==> src/rtl/truth_table_sweeper.sv <==
// Exhaustive truth-table sweeper: walks every stim vector of a combinational
// block and folds its responses into a rotate/XOR signature and a ones count.
module truth_table_sweeper #(
    parameter int N_IN  = 4,
    parameter int N_OUT = 1,
    parameter int SIG_W = 16
) (
    input  logic             clk,
    input  logic             rst,
    input  logic             start,
    input  logic             hold,
    input  logic [N_OUT-1:0] resp,
    output logic [N_IN-1:0]  stim,
    output logic             busy,
    output logic             done,
    output logic [SIG_W-1:0] signature,
    output logic [N_IN:0]    ones_count
);

    localparam int CW = N_IN + 1;

    typedef enum logic [1:0] {
        IDLE,
        RUN,
        FINISH
    } state_t;

    state_t           state;
    state_t           state_nx;
    logic [N_IN-1:0]  stim_nx;
    logic [SIG_W-1:0] sig_nx;
    logic [N_IN:0]    ones_nx;
    logic             busy_nx;
    logic             done_nx;

    logic [SIG_W-1:0] resp_ext;
    logic [SIG_W-1:0] sig_rot;
    logic [N_IN:0]    ones_inc;
    logic             last_vec;

    assign resp_ext = SIG_W'(resp);
    assign sig_rot  = {signature[SIG_W-2:0], signature[SIG_W-1]};
    assign ones_inc = CW'(resp[0]);
    assign last_vec = &stim;

    always_comb begin
        state_nx = state;
        stim_nx  = stim;
        sig_nx   = signature;
        ones_nx  = ones_count;
        unique case (state)
            IDLE: begin
                if (start) begin
                    state_nx = RUN;
                    stim_nx  = '0;
                    sig_nx   = '0;
                    ones_nx  = '0;
                end
            end
            RUN: begin
                // hold freezes everything, including the response sample
                if (!hold) begin
                    sig_nx  = sig_rot ^ resp_ext;
                    ones_nx = ones_count + ones_inc;
                    if (last_vec) begin
                        state_nx = FINISH;
                    end else begin
                        stim_nx = stim + N_IN'(1);
                    end
                end
            end
            FINISH: begin
                state_nx = IDLE;
            end
            default: begin
                state_nx = IDLE;
            end
        endcase
        busy_nx = (state_nx == RUN);
        done_nx = (state_nx == FINISH);
    end

    always_ff @(posedge clk) begin
        if (rst) begin
            state      <= IDLE;
            stim       <= '0;
            signature  <= '0;
            ones_count <= '0;
            busy       <= 1'b0;
            done       <= 1'b0;
        end else begin
            state      <= state_nx;
            stim       <= stim_nx;
            signature  <= sig_nx;
            ones_count <= ones_nx;
            busy       <= busy_nx;
            done       <= done_nx;
        end
    end

endmodule

==> config.mk <==
export PLATFORM = sky130hd
export DESIGN_NAME = truth_table_sweeper
export DESIGN_NICKNAME = d
export VERILOG_FILES = /design/src/rtl/truth_table_sweeper.sv
export SDC_FILE = /design/constraint.sdc
export NUM_CORES = 1
export LEC_CHECK = 0
export BUFFER_PORTS_ARGS = -buffer_cell sky130_fd_sc_hd__buf_2
export CAP_MARGIN = 20
export CORE_MARGIN = 4
export CORE_UTILIZATION = 50
export CTS_CLUSTER_SIZE = 12
export DETAILED_ROUTE_END_ITERATION = 8
export GPL_TIMING_DRIVEN = 0
export PLACE_DENSITY = 0.85
export SLEW_MARGIN = 20
export SYNTH_ARGS = -nofsm -noshare
export SYNTH_HDL_FRONTEND = slang
export SYNTH_SLANG_ARGS = --single-unit
==> constraint.sdc <==
create_clock -name clk -period 1.6 [get_ports clk]
set_input_delay 0.32 -clock clk [delete_from_list [all_inputs] [get_ports clk]]
set_output_delay 0.32 -clock clk [all_outputs]
set_load 0.01 [all_outputs]
==> run summary <==
The fmax is 647 MHz, and the post-detailed-route DRC marker count is 0. Data on the critical path arrives at its endpoint at 1.80 ns. Dividing the detail-routed wire length by the instance count gives 13.1 um. The worst setup path is launched from a flop. Number of nets still failing antenna checks after routing: 0.

The worst hold-check path type is primary input to flop. The run gives 17 as the count of standard-cell rows. The post-route netlist has 27.3% of its cells at a drive strength greater than 1.

The library cell used most frequently in the layout, excluding fill and tap cells, is sky130_fd_sc_hd__buf_2. Critical-path maximum fanout: 8. The synthesized netlist devotes 17.4% of its cell area to compound gates.

The combined global-route utilization of all metal layers was 17.7%; the final estimated routing congestion in global placement was 0.832. 32 I/O pins were placed. The run gives 0 as the final count of hold timing violations. The maximum buffer depth of the clock tree is 2, and the number of global-route vias before repair is 1,037.

The number of levels the H-tree was split into was 2; the post-synthesis instance total was 138. The critical path data required time was 1.86 ns. Clock insertion delay at the later pin of the skew report: 0.33 ns.

Setup repair after global routing could not meet its margin everywhere. The kind of end point of the critical path was a flop. The number of cells on the worst hold path is 2, and the total clock sinks is 29. For the total vias in the final route, the log shows 1,106. For this run, the register share of the synthesized area comes to 49.8%. After synthesis, the largest family of logic cells by area is simple AND/OR/NAND/NOR gates. The run finished with clean final reports. For the pin with the worst max-slew slack, the measured transition is 0.421 ns. Dividing the detail-routed via count by the number of cells gives 5.42. The multiplexer fraction of the synthesized cell area works out to 0%. In the final design database the tool counted 184 nets.

Clock root buffer: sky130_fd_sc_hd__clkbuf_4. The worst register-to-register path begins at state[0]. The total overflow left after global routing is 0. After floorplanning, the core was sized to cover 2210 um2. After Yosys synthesis, and, or, nand and nor cells account for 22.2% of the synthesized area. Synthesis produced a netlist with a net count of 146. The tools report the routed wire length as 2680 um. The port buffer count works out to 30. The number of max-slew violations in the final report was 0. Warning count from the yosys run: 0.

The number of antenna violations at the first check in global routing is 0. Subtracting the final worst setup slack from the clock period gives 1.55 ns. The post-route fraction of the period consumed by the critical path came out at 96.6%. After synthesis, the netlist uses 25 different library cells.

The first TritonRoute pass finished after 4 iterations. The top cell types in the final layout, fill and taps aside, are sky130_fd_sc_hd__buf_2 (34), sky130_fd_sc_hd__dfxtp_1 (28), sky130_fd_sc_hd__a21oi_1 (23). The total power came out at 1.30 mW. TritonCTS built the clock tree. The height of the die came out at 56.3 um. Counting the buffers created by CTS gives 5.

Maximum VDD drop: 0.641 mV. The critical path is of the flop to flop type. The depth of the most critical reg-to-reg path came out at 5.

The run gives 0.00542 ns as the final worst clock skew. Entering global routing, the biggest net connects 11 pins. The path with the worst hold slack has its endpoint at state[1].

The power density over the cells is 907 nW/um2, and the xor-xnor portion of the synthesized cell area is 3.01%. The number of register bits inferred by synthesis is 29, and the effective utilization at floorplan is 52.7%. The mean area per synthesized cell was 8.44 um2.

Leading area contributor after synthesis: sky130_fd_sc_hd__dfxtp_1. The worst register-to-register path ends at stim[3]. In this run the horizontal extent of the chip is 56.3 um.

Buffers inserted to repair hold after CTS numbered 0. For flop-to-flop paths, the worst setup slack is 0.05 ns. Final hold analysis gives a worst-case slack of 0.200 ns. The synthesized netlist devotes 3.22% of its cell area to adder and majority cells.

Setup violations remaining at the end of the flow were counted as 0. The synthesized design devotes to its leading area cell type 49.8% of total area. The die covers 3170 um2.

The number of antenna diodes in the final layout is 0. Summed over all cells, the static leakage comes to 0.578 nW. Max-cap violations in this run came to 0. The half-perimeter wire length after placement is 1870 um. First-iteration detailed-routing DRC count: 20. The clock-pin slew reported for the worst setup and hold paths after clock tree synthesis was 0.09 ns. The global-route wire length before repair is 4410 um. The tools report the beginning of the worst hold path as hold.

By area the synthesized netlist is led by sky130_fd_sc_hd__dfxtp_1 (50%), sky130_fd_sc_hd__a21oi_1 (10%), sky130_fd_sc_hd__nand3_1 (8.6%), sky130_fd_sc_hd__nand2_1 (6.4%), sky130_fd_sc_hd__ha_1 (3.2%). The relative max-transition margin is 72.0%, and the netlist area before placement is 1160 um2. The area added between synthesis and finish was 23.2%.
timing repair:
action	in CTS	in global routing
resized for setup	0	11
hold endpoints to repair	0	0
endpoints found under the setup margin	0	22
setup buffers	0	1
power by group:
| group | internal [mW] | leakage [nW] | switching [mW] |
|---|---|---|---|
| sequential | 0.730 | 0.235 | 0.00668 |
| clock | 0.207 | 0.0314 | 0.235 |
| combinational | 0.0382 | 0.312 | 0.0844 |
| total | 0.975 | 0.578 | 0.326 |
metal layers:
metal,GRT usage [%],wire length (um),vias to the layer above
met5,0,0,-
met4,8.14,45,0
met3,8.05,185,7
met2,30.2,1350,29
met1,18.5,1100,510
li1,-,-,560
kinds of logic after synthesis:
family | Yosys count
AOI/OAI and AO/OA | 36
xor gates and xnor gates | 4
and+or+nand+nor | 54
buffers and inverters | 12
adders and majority gates | 3
DFF | 29
per-stage QoR:
step	area (um2)	util, %	TNS [ns]	worst slack (ns)	std cells
2_1_floorplan	1160	-	0	0.125	138
3_3_place_gp	1350	61.0	0	0.00124	196
3_5_place_dp	1350	61.0	-0.000247	-0.000247	196
4_1_cts	1410	63.5	0	0.00980	203
5_1_grt	1440	64.9	-0.0255	-0.0239	204
6_report	1440	64.9	0	0.0539	204
worst max path at each step:
stage	startpoint	depth (start not counted)	slack, ns	endpoint
3_3_place_gp	hold	5	0.001	stim[3]
4_1_cts	stim[0]	5	0.01	stim[3]
6_report	state[0]	5	0.05	stim[3]
2_1_floorplan	stim[0]	5	0.12	stim[3]
3_5_place_dp	resp	7	-0.0002	ones_count[4]
5_1_grt	state[0]	5	-0.02	stim[3]
cell usage after synthesis:
| master | count |
|---|---|
| sky130_fd_sc_hd__nand4b_1 | 2 |
| sky130_fd_sc_hd__xor2_1 | 1 |
| sky130_fd_sc_hd__ha_1 | 3 |
| sky130_fd_sc_hd__a21oi_1 | 24 |
| sky130_fd_sc_hd__nand3_1 | 20 |
| sky130_fd_sc_hd__nand2b_1 | 3 |
| sky130_fd_sc_hd__or4_1 | 1 |
| sky130_fd_sc_hd__buf_2 | 4 |
| sky130_fd_sc_hd__clkbuf_1 | 6 |
| sky130_fd_sc_hd__nor2b_1 | 1 |
| sky130_fd_sc_hd__nand2_1 | 20 |
| sky130_fd_sc_hd__a2111oi_1 | 1 |
| sky130_fd_sc_hd__inv_1 | 1 |
| sky130_fd_sc_hd__o31ai_1 | 1 |
| sky130_fd_sc_hd__o21ai_1 | 2 |
| sky130_fd_sc_hd__buf_1 | 1 |
| sky130_fd_sc_hd__nand4_1 | 1 |
| sky130_fd_sc_hd__a21o_1 | 1 |
| sky130_fd_sc_hd__nor4_1 | 2 |
| sky130_fd_sc_hd__nor2_1 | 4 |
| sky130_fd_sc_hd__o21ai_0 | 2 |
| sky130_fd_sc_hd__xnor2_1 | 3 |
| sky130_fd_sc_hd__o21bai_1 | 1 |
| sky130_fd_sc_hd__dfxtp_1 | 29 |
| sky130_fd_sc_hd__a211oi_1 | 4 |
flip-flops by register name (all words and copies together) (netlist names):
| signal | count |
|---|---|
| signature | 16 |
| busy | 1 |
| done | 1 |
| stim | 4 |
| state | 2 |
| ones_count | 5 |
area by class of cell:
class / count / area (um2)
clock buffer: 7 / 55.1
buffer: 11 / 51.3
timing repair buffer: 31 / 158
multi-input combinational: 97 / 551
inverter: 1 / 3.75
sequential: 29 / 582
tap: 28 / 35.0
fill: 204 / 777
critical path, stage by stage, from the launching register on:
cell	delay, ns
sky130_fd_sc_hd__dfxtp_2	0.35
sky130_fd_sc_hd__nand2b_1	0.13
sky130_fd_sc_hd__buf_2	0.17
sky130_fd_sc_hd__a21o_1	0.18
sky130_fd_sc_hd__or4_1	0.50
sky130_fd_sc_hd__a21oi_1	0.15
Note: power is estimated with default switching activity, not from simulation.
